$ cat config.mk
export PLATFORM = sky130hd
export DESIGN_NAME = traffic_timer
export DESIGN_NICKNAME = d
export VERILOG_FILES = /design/src/rtl/traffic_timer.sv
export SDC_FILE = /design/constraint.sdc
export NUM_CORES = 1
export LEC_CHECK = 0
export ABC_AREA = 1
export BUFFER_PORTS_ARGS = -buffer_cell sky130_fd_sc_hd__buf_2
export CELL_PAD_IN_SITES_DETAIL_PLACEMENT = 1
export CELL_PAD_IN_SITES_GLOBAL_PLACEMENT = 1
export CORE_MARGIN = 3
export CORE_UTILIZATION = 42
export DETAILED_ROUTE_END_ITERATION = 10
export PLACE_DENSITY_LB_ADDON = 0.3
export SYNTH_ARGS = -nofsm -noshare
export SYNTH_HDL_FRONTEND = slang
export SYNTH_SLANG_ARGS = --single-unit
$ cat constraint.sdc
create_clock -name Clk -period 1.75 [get_ports Clk]
set_input_delay 0.35 -clock Clk [delete_from_list [all_inputs] [get_ports Clk]]
set_output_delay 0.35 -clock Clk [all_outputs]
set_load 0.1 [all_outputs]
$ cat src/rtl/traffic_timer.sv
// Interval timer for the traffic-light controller: a prescaled tick counter
// that restarts on ST and raises the short-emergency/short/long expiry flags.
module traffic_timer #(
  parameter int unsigned PRESCALE  = 50_000_000,
  parameter int unsigned CNT_W     = 8,
  parameter int unsigned TSE_TICKS = 2,
  parameter int unsigned TS_TICKS  = 5,
  parameter int unsigned TL_TICKS  = 15
) (
  input  logic             Clk,
  input  logic             reset,
  input  logic             ST,
  input  logic             hold,
  output logic             TSE,
  output logic             TS,
  output logic             TL,
  output logic             tick,
  output logic [CNT_W-1:0] elapsed
);

  localparam int unsigned      PRE_W   = (PRESCALE > 1) ? $clog2(PRESCALE) : 1;
  localparam logic [PRE_W-1:0] PRE_MAX = PRE_W'(PRESCALE - 1);
  localparam logic [CNT_W-1:0] CNT_MAX = '1;
  localparam logic [CNT_W-1:0] TSE_TH  = CNT_W'(TSE_TICKS);
  localparam logic [CNT_W-1:0] TS_TH   = CNT_W'(TS_TICKS);
  localparam logic [CNT_W-1:0] TL_TH   = CNT_W'(TL_TICKS);

  logic [PRE_W-1:0] pre_q, pre_d;
  logic [CNT_W-1:0] elapsed_q, elapsed_d;
  logic             tick_q, tick_d;

  // With PRESCALE=1 PRE_MAX is 0, so every non-ST, non-hold edge wraps.
  always_comb begin
    pre_d     = pre_q;
    elapsed_d = elapsed_q;
    tick_d    = 1'b0;
    if (ST) begin
      pre_d     = '0;
      elapsed_d = '0;
    end else if (hold) begin
      pre_d     = pre_q;
    end else if (pre_q == PRE_MAX) begin
      pre_d  = '0;
      tick_d = 1'b1;
      if (elapsed_q != CNT_MAX) begin
        elapsed_d = elapsed_q + 1'b1;
      end
    end else begin
      pre_d = pre_q + 1'b1;
    end
  end

  always_ff @(posedge Clk) begin
    if (reset) begin
      pre_q     <= '0;
      elapsed_q <= '0;
      tick_q    <= 1'b0;
    end else begin
      pre_q     <= pre_d;
      elapsed_q <= elapsed_d;
      tick_q    <= tick_d;
    end
  end

  assign elapsed = elapsed_q;
  assign tick    = tick_q;
  assign TSE     = (elapsed_q >= TSE_TH);
  assign TS      = (elapsed_q >= TS_TH);
  assign TL      = (elapsed_q >= TL_TH);

endmodule

==> impl_metrics.yaml, run 1 <==
outcome:
  status: "finished, final reports clean"
critical_path:
  endpoint_kind: "output port"
  cp_data_arrival_time_ps: 1390
  critPathRequiredTime_ps: 1400
  worstSetupPathType: "reg2out"
  r2r_cells: 9
  critical_path.startpoint_type: "flip-flop"
  crit_fanout: 6
cts:
  clk-insertion-delay-late_ps: 300
  cts_root_buffer: "sky130_fd_sc_hd__clkbuf_8"
  htreeDepth: 2
  ctsLongestPathBuffers: 2
  cts_tree: "yes"
  cts.sink_count: 35
  total_cts_buffers: 5
  worst_setup_hold_path_clk_slew_ps: 80
placed_design:
  dpl-instance-area_um2: 2440
  numPlacedInstances: 431
  place.port_buffers: 15
  hpwl_um: 4880
  gp_congestion: 0.842
synthesis:
  synthDistinctLibCells: 34
  synth.yosys.warnings: 0
  syn_nets: 358
  synth.yosys.seq_area_share_pct: 32.1
  ys_top_cells_by_area: "sky130_fd_sc_hd__dfxtp_1, sky130_fd_sc_hd__nand2_1, sky130_fd_sc_hd__nor2_1"
  synthesis.area_um2: 2180
  syn_area_per_cell_um2: 6.27
  postSynthRegisterBits: 35
  yosysTopAreaCell: "sky130_fd_sc_hd__dfxtp_1"
  yosys.area.top_type_share_pct: 32.1
  post_synth_inst_count: 348
sta:
  finalHoldViolCount: 0
  final.period_utilization_pct: 99.3
  relSlewSlack_pct: 67.5
  tightest_slew_ps: 490
  finalClockSkew_ps: 6.03
  finalMaxSlewViolations: 0
  final_layout_setup_total_negative_slack_ps: 0
  final_period_minus_worst_setup_slack_ps: 1740
  final_setup_violations: 0
  rsz_0062_raised_after_global_routing: "yes"
  fmax_mhz: 576
power:
  power.switching_fraction_pct: 24.3
  cellInternalPower_w: 0.00108
  seq_power_share_pct: 55.7
  p_comb_share_pct: 3.4
  clockPowerShare_pct: 40.9
  report.power.total_w: 0.00143
  power.net_switching_w: 0.000347
  ir_worst_vdd_uv: 414
  power.leakage_nw: 1.06
  pwr_density_cell_nw_per_um2: 540
global_routing:
  grtUsageTotal_pct: 22.6
  grt_max_degree: 13
  first_global_vias: 2337
  grt_first_pass_wirelength_um: 11000
  antenna_found_initial: 0
  grt_remaining_overflow: 0
final_layout:
  num_antenna_cells: 0
  layout.nets: 383
  fin_util_pct: 54.2
  area_growth_syn_to_layout_pct: 21.2
  final-seq-area_um2: 719
  final_layout_size_suffix_gt1_share_pct: 21.4
  postLayoutCellArea_um2: 2640
  layout_commonest_cell: "sky130_fd_sc_hd__nand2_1"
  fin_cells: 441
  fillCellCount: 689
  multi_input_comb_area_um2: 1380
  mostFrequentLayoutCells: "sky130_fd_sc_hd__nand2_1, sky130_fd_sc_hd__nor2_1, sky130_fd_sc_hd__inv_1"
job:
  cap_violations: 0
routing:
  detail_route.first_pass.iterations: 4
  vias_per_cell: 5.15
  drt_first_iter_violations: 80
  route.antenna.remaining_nets: 0
  wirelength_um: 6660
  num_vias: 2272
  wl_per_cell_um: 15.1
  remaining_drc_errors: 0
floorplan:
  fp.dieH_um: 78.1
  fp.dieArea_um2: 6100
  floorplan.initialDensity_pct: 44.7
  coreArea_um2: 4880
  boundaryPins: 16
  placementRows: 25
  die_x_um: 78.1
min_path:
  whs_path_cells: 4
  min_path_type: "in2reg"
-- Yosys cell counts --
cell type	n
sky130_fd_sc_hd__ha_1	6
sky130_fd_sc_hd__nand3_1	17
sky130_fd_sc_hd__a31oi_1	1
sky130_fd_sc_hd__nor2_4	1
sky130_fd_sc_hd__nand4_1	10
sky130_fd_sc_hd__nor2_1	72
sky130_fd_sc_hd__xor2_1	5
sky130_fd_sc_hd__buf_6	1
sky130_fd_sc_hd__nor3b_2	2
sky130_fd_sc_hd__o21ai_1	4
sky130_fd_sc_hd__a21oi_1	8
sky130_fd_sc_hd__nor3_1	16
sky130_fd_sc_hd__a211oi_1	1
sky130_fd_sc_hd__nor3_4	1
sky130_fd_sc_hd__inv_2	2
sky130_fd_sc_hd__nor3_2	2
sky130_fd_sc_hd__nand2_2	5
sky130_fd_sc_hd__nand2_1	83
sky130_fd_sc_hd__and2_1	1
sky130_fd_sc_hd__clkbuf_1	1
sky130_fd_sc_hd__nor3b_1	1
sky130_fd_sc_hd__o21bai_1	1
sky130_fd_sc_hd__buf_2	1
sky130_fd_sc_hd__nor4_1	2
sky130_fd_sc_hd__buf_4	2
sky130_fd_sc_hd__nor2_2	7
sky130_fd_sc_hd__xnor2_1	1
sky130_fd_sc_hd__o21ai_2	1
sky130_fd_sc_hd__o22ai_1	1
sky130_fd_sc_hd__clkinv_1	1
sky130_fd_sc_hd__nand3_2	2
sky130_fd_sc_hd__o21ai_0	4
sky130_fd_sc_hd__inv_1	50
sky130_fd_sc_hd__dfxtp_1	35
-- area by class of cell --
class / instances / share of cell area, %
clock buffers: 5 / 2.60
clock inverters: 3 / 0.568
inverters: 53 / 7.62
multi-input cells: 255 / 52.0
flip-flops and latches: 35 / 27.2
well taps: 67 / 3.17
repair buffers: 23 / 6.81
-- layer usage --
layer  vias up  GRT usage (%)  routed length, um
met2        28           37.8               3210
met5         -              0                  0
met4         0           8.57                161
met1      1087           28.8               3100
li1       1140              -                  -
met3        17           4.36                192
-- power groups by stage --
stage                     Clock [W]  Combinational (W)  Sequential, W
after global routing       0.000641          0.0000544       0.000796
after floorplan                   0          0.0000344       0.000814
after detailed placement          0          0.0000487       0.000814
after CTS                  0.000597          0.0000490       0.000796
final                      0.000584          0.0000486       0.000796
after global placement            0          0.0000466       0.000814
-- sequential cells by signal, indices dropped and copies added, names as in the netlist --
| signal | cells |
|---|---|
| pre_q | 26 |
| elapsed | 8 |
| tick | 1 |
-- path summary, 6_finish.rpt --
check	slack [ps]	from	endpoint
worst max-delay path	10	elapsed[0]	TS
worst min-delay path	400	hold	pre_q[6]
worst max register to register	130	elapsed[3]	elapsed[2]
worst min register to register	510	pre_q[9]	pre_q[9]
-- critical path, stage by stage, from the launching register on --
cell	delay (ps)
sky130_fd_sc_hd__dfxtp_4	380
sky130_fd_sc_hd__inv_4	90
sky130_fd_sc_hd__ha_4	130
sky130_fd_sc_hd__inv_2	40
sky130_fd_sc_hd__o21ai_4	170
sky130_fd_sc_hd__nand3_4	100
sky130_fd_sc_hd__buf_12	180
-- kinds of logic (layout without fill, tap and decap cells) --
logic type | Yosys count | count (layout) | share of synthesized area [%]
flip-flops | 35 | 35 | 32.1
buffers and inverters | 58 | 84 | 10.7
AND/OR/NAND/NOR | 222 | 222 | 46.0
AO/OA/AOI/OAI | 21 | 21 | 5.33
adder cells (fa/ha/maj) | 6 | 6 | 3.44
XOR/XNOR | 6 | 6 | 2.41
-- repair_timing --
item / in CTS / in global routing
hold buffers: 0 / 0
setup endpoints to repair: 3 / 11
setup buffers: 2 / 0
gates resized for setup: 14 / 15
pin swaps: 3 / 5
-- metrics by stage --
step | setup WS [ps] | hold WS, ps
finish | 13.0 | 400
global route | -30.0 | 435
CTS | -1.80 | 402
detailed placement | 133 | 484
global placement | 185 | 477
floorplan | -14.9 | 458
No activity file was read; power rests on OpenSTA's default activity.
==> run 2: changes to the inputs <==
--- a/config.mk
+++ b/config.mk
@@ -13,6 +13,7 @@
 export CORE_UTILIZATION = 42
 export DETAILED_ROUTE_END_ITERATION = 10
 export PLACE_DENSITY_LB_ADDON = 0.3
+export RECOVER_POWER = 50
 export SYNTH_ARGS = -nofsm -noshare
 export SYNTH_HDL_FRONTEND = slang
 export SYNTH_SLANG_ARGS = --single-unit
==> impl_metrics.yaml, run 2 (same netlist as run 1, synthesis figures left out) <==
critical_path:
  critical_path.startpoint_type: "flip-flop"
  crit_fanout: 6
  worstSetupPathType: "reg2out"
  cp_data_arrival_time_ps: 1390
  endpoint_kind: "output port"
  critPathRequiredTime_ps: 1400
  critical_path.cell_chain: "inv_4 > ha_4 > inv_2 > o21ai_4 > nand3_4 > buf_12"
  critPathMaxStageDelay_ps: 380
  slowest_stage: "sky130_fd_sc_hd__dfxtp_4"
final_layout:
  area_growth_syn_to_layout_pct: 21.2
  final_layout_size_suffix_gt1_share_pct: 21.4
  multi_input_comb_area_um2: 1380
  layout_commonest_cell: "sky130_fd_sc_hd__nand2_1"
  mostFrequentLayoutCells: "sky130_fd_sc_hd__nand2_1, sky130_fd_sc_hd__nor2_1, sky130_fd_sc_hd__inv_1"
  largest_reg_flops: 26
  fillCellCount: 689
  final-seq-area_um2: 719
  layout.nets: 383
  max_flop_register: "pre_q"
  num_antenna_cells: 0
  fin_util_pct: 54.2
sta:
  fmax_mhz: 576
  final_period_minus_worst_setup_slack_ps: 1740
  final.period_utilization_pct: 99.3
  setup_ws_ps: 13.0
  rsz_0062_raised_after_global_routing: "yes"
  finalHoldWorstSlack_ps: 400
  finalMaxSlewViolations: 0
  finalClockSkew_ps: 6.03
  final_setup_violations: 0
  final_layout_setup_total_negative_slack_ps: 0
  finalHoldViolCount: 0
  relSlewSlack_pct: 64.3
  tightest_slew_ps: 538
global_routing:
  grtUsageTotal_pct: 22.6
  first_global_vias: 2337
  antenna_found_initial: 0
  grt_max_degree: 13
  grt_first_pass_wirelength_um: 11000
  grt_remaining_overflow: 0
cts:
  worst_setup_hold_path_clk_slew_ps: 80
  htreeDepth: 2
  clk-insertion-delay-late_ps: 300
  holdBufCountCts: 0
  cts.sink_count: 35
  cts_root_buffer: "sky130_fd_sc_hd__clkbuf_8"
  ctsLongestPathBuffers: 2
  total_cts_buffers: 5
  cts_tree: "yes"
floorplan:
  placementRows: 25
  fp.dieArea_um2: 6100
  die_x_um: 78.1
  floorplan.initialDensity_pct: 44.7
  fp.dieH_um: 78.1
  boundaryPins: 16
  coreArea_um2: 4880
routing:
  drt_first_iter_violations: 80
  num_vias: 2272
  wl_per_cell_um: 15.1
  remaining_drc_errors: 0
  detail_route.first_pass.iterations: 4
  vias_per_cell: 5.15
  route.antenna.remaining_nets: 0
  wirelength_um: 6660
outcome:
  status: "finished, final reports clean"
power:
  ir_worst_vdd_uv: 414
  pwr_density_cell_nw_per_um2: 540
  power.leakage_nw: 1.06
placed_design:
  gp_congestion: 0.842
  hpwl_um: 4880
  place.port_buffers: 15
  placement.setup.worst_slack_ps: 133
job:
  cap_violations: 0
min_path:
  min_path_type: "in2reg"
## run 2: changes by cell type in the layout (fill, tap and decap cells not counted)
cell / change
sky130_fd_sc_hd__clkbuf_2: +1
sky130_fd_sc_hd__buf_2: -1
## run 2: layer usage
layer	wire length, um	up-vias	global-route usage [%]
met5	0	-	0
met4	161	0	8.57
li1	-	1140	-
met1	3100	1087	28.8
met3	187	17	4.36
met2	3210	28	37.8
## run 2: area by class of cell
| cell class | count | share of cell area [%] |
|---|---|---|
| Sequential cell | 35 | 27.2 |
| Multi-Input combinational cell | 255 | 52.0 |
| Clock inverter | 3 | 0.568 |
| Clock buffer | 5 | 2.60 |
| Inverter | 53 | 7.62 |
| Tap cell | 67 | 3.17 |
| Timing Repair Buffer | 23 | 6.81 |
## run 2: final timing paths
path / cells past startpoint / end / slack, ps / startpoint
setup reg to reg: 9 / elapsed[2] / 130 / elapsed[3]
setup / recovery: 6 / TS / 10 / elapsed[0]
hold / removal: 4 / pre_q[6] / 400 / hold
hold reg to reg: 1 / pre_q[9] / 510 / pre_q[9]
## run 2: per-stage QoR
step                power, W  std cells  cell area, um^2
CTS                  0.00144        441             2570
floorplan           0.000848        348             2240
detailed placement  0.000863        431             2440
finish               0.00143        441             2640
global route         0.00149        441             2640
global placement    0.000861        431             2440
## run 2: what timing repair did
item,CTS,global route
buffers inserted,2,0
pin swaps,3,5
resized for setup,14,15
setup endpoints to repair,3,11
hold endpoints to repair,0,0
cloned,0,0
## run 2: critical path: cells and delay by family (launching register included)
family | cells | cell delay [ps]
buffers and inverters | 3 | 310
and+or+nand+nor | 1 | 100
DFF | 1 | 380
AOI/OAI and AO/OA | 1 | 170
adders and majority gates | 1 | 130
## run 2: power breakdown
part	switching, W	total (W)	internal (W)
Clock	0.000312	0.000584	0.000272
Combinational	0.0000334	0.0000486	0.0000152
Sequential	0.00000257	0.000796	0.000793
Total	0.000347	0.00143	0.00108
==> run 3: changes to the inputs <==
--- a/config.mk
+++ b/config.mk
@@ -12,6 +12,7 @@
 export CORE_MARGIN = 3
 export CORE_UTILIZATION = 42
 export DETAILED_ROUTE_END_ITERATION = 10
+export GPL_TIMING_DRIVEN = 0
 export PLACE_DENSITY_LB_ADDON = 0.3
 export RECOVER_POWER = 50
 export SYNTH_ARGS = -nofsm -noshare
==> impl_metrics.yaml, run 3 (same netlist as run 1, synthesis figures left out) <==
floorplan:
  boundaryPins: 16
  die_x_um: 78.1
  floorplan.initialDensity_pct: 44.7
  coreArea_um2: 4880
  placementRows: 25
  fp.dieArea_um2: 6100
  fp.dieH_um: 78.1
cts:
  cts.sink_count: 35
  holdBufCountCts: 0
  clk-insertion-delay-late_ps: 300
  htreeDepth: 2
  cts_tree: "yes"
  cts_root_buffer: "sky130_fd_sc_hd__clkbuf_8"
  worst_setup_hold_path_clk_slew_ps: 80
  total_cts_buffers: 5
  ctsLongestPathBuffers: 2
power:
  pwr_density_cell_nw_per_um2: 603
  power.leakage_nw: 1.08
  ir_worst_vdd_uv: 435
critical_path:
  crit_fanout: 6
  critical_path.startpoint_type: "flip-flop"
  r2r_cells: 9
  worstSetupPathType: "reg2out"
  critPathRequiredTime_ps: 1400
  r2r_slack_ps: 120
  endpoint_kind: "output port"
  ff_to_ff_start: "pre_q[0]"
  cp_data_arrival_time_ps: 1410
  rr_endpoint: "pre_q[17]"
final_layout:
  largest_reg_flops: 26
  mostFrequentLayoutCells: "sky130_fd_sc_hd__nand2_1, sky130_fd_sc_hd__nor2_1, sky130_fd_sc_hd__inv_1"
  fin_util_pct: 55.5
  final_layout_size_suffix_gt1_share_pct: 24.5
  max_flop_register: "pre_q"
  fillCellCount: 677
  num_antenna_cells: 0
  area_growth_syn_to_layout_pct: 24.2
  layout_commonest_cell: "sky130_fd_sc_hd__nand2_1"
  postLayoutCellArea_um2: 2710
  layout.nets: 384
placed_design:
  gp_congestion: 0.794
  dpl-instance-area_um2: 2390
  placement.setup.worst_slack_ps: -111
  place.port_buffers: 14
  hpwl_um: 4720
sta:
  finalMaxSlewViolations: 0
  finalClockSkew_ps: 9.71
  final_period_minus_worst_setup_slack_ps: 1760
  final_layout_setup_total_negative_slack_ps: -9.92
  rsz_0062_raised_after_global_routing: "yes"
  finalHoldWorstSlack_ps: 330
  setup_ws_ps: -9.92
  finalHoldViolCount: 0
  final_setup_violations: 1
  tightest_slew_ps: 541
  relSlewSlack_pct: 64.1
  final.period_utilization_pct: 101
  fmax_mhz: 568
outcome:
  failed_checks: "negative setup slack"
  status: "finished, violations left"
min_path:
  worstHoldEndpoint: "pre_q[1]"
  holdCritStartpoint: "hold"
  min_path_type: "in2reg"
  whs_path_cells: 2
global_routing:
  antenna_found_initial: 0
  first_global_vias: 2410
  grt_first_pass_wirelength_um: 11400
  grtUsageTotal_pct: 23.7
  grt_remaining_overflow: 0
  grt_max_degree: 12
routing:
  drt_first_iter_violations: 82
  wirelength_um: 6930
  vias_per_cell: 5.28
  route.antenna.remaining_nets: 0
  detail_route.first_pass.iterations: 4
  remaining_drc_errors: 0
  num_vias: 2332
  wl_per_cell_um: 15.7
job:
  cap_violations: 0
==> run 3: cell type report <==
class / count / area, um^2 / share of cell area (%)
buffer: 5 / 35.0 / 1.29
clock buffer: 6 / 82.6 / 3.05
clock inverter: 2 / 35.0 / 1.29
inverter: 53 / 204 / 7.53
multi-input combinational: 255 / 1390 / 51.3
sequential: 35 / 727 / 26.8
tap: 67 / 83.8 / 3.09
timing repair buffer: 19 / 153 / 5.63
==> run 3: how the worst max path moves through the flow <==
stage / startpoint / endpoint / slack [ps] / depth (start not counted)
after global routing: elapsed[0] / TL / -60 / 6
final: elapsed[0] / TS / -10 / 6
after detailed placement: elapsed[1] / TL / -110 / 6
after global placement: elapsed[1] / TL / -40 / 6
after floorplan: elapsed[1] / TL / -10 / 5
after CTS: elapsed[0] / TSE / -10 / 5
==> run 3: worst max-delay path, stage by stage (launching register included) <==
cell and delay (ps):
sky130_fd_sc_hd__dfxtp_4 390, sky130_fd_sc_hd__inv_4 90, sky130_fd_sc_hd__ha_4 130, sky130_fd_sc_hd__inv_2 30, sky130_fd_sc_hd__o21ai_2 200, sky130_fd_sc_hd__nand3_4 90, sky130_fd_sc_hd__buf_12 170
==> run 3: power breakdown <==
group	switching [W]	internal, W
combinational	0.0000327	0.0000157
clock	0.000330	0.000462
sequential	0.00000240	0.000793
==> run 3: repair_timing <==
action                                  4_1_cts  5_1_grt
endpoints found under the setup margin        3       31
setup buffers                                 3        2
resized for setup                            23       27
pin swaps                                     3        5
==> run 3: metrics by stage <==
stage | total power (W) | instances
floorplan | 0.000848 | 348
global placement | 0.000861 | 429
detailed placement | 0.000862 | 429
CTS | 0.00164 | 440
global route | 0.00168 | 442
finish | 0.00164 | 442
==> run 3: metal layers <==
layer  GRT usage [%]  up-vias  wire, um  share of wire (%)
li1                -     1144         -                  -
met1            29.0     1131      3100                 45
met2            41.8       44      3460                 50
met3            4.36       13       241                3.5
met4            8.04        0       134                1.9
met5               0        -         0                  0
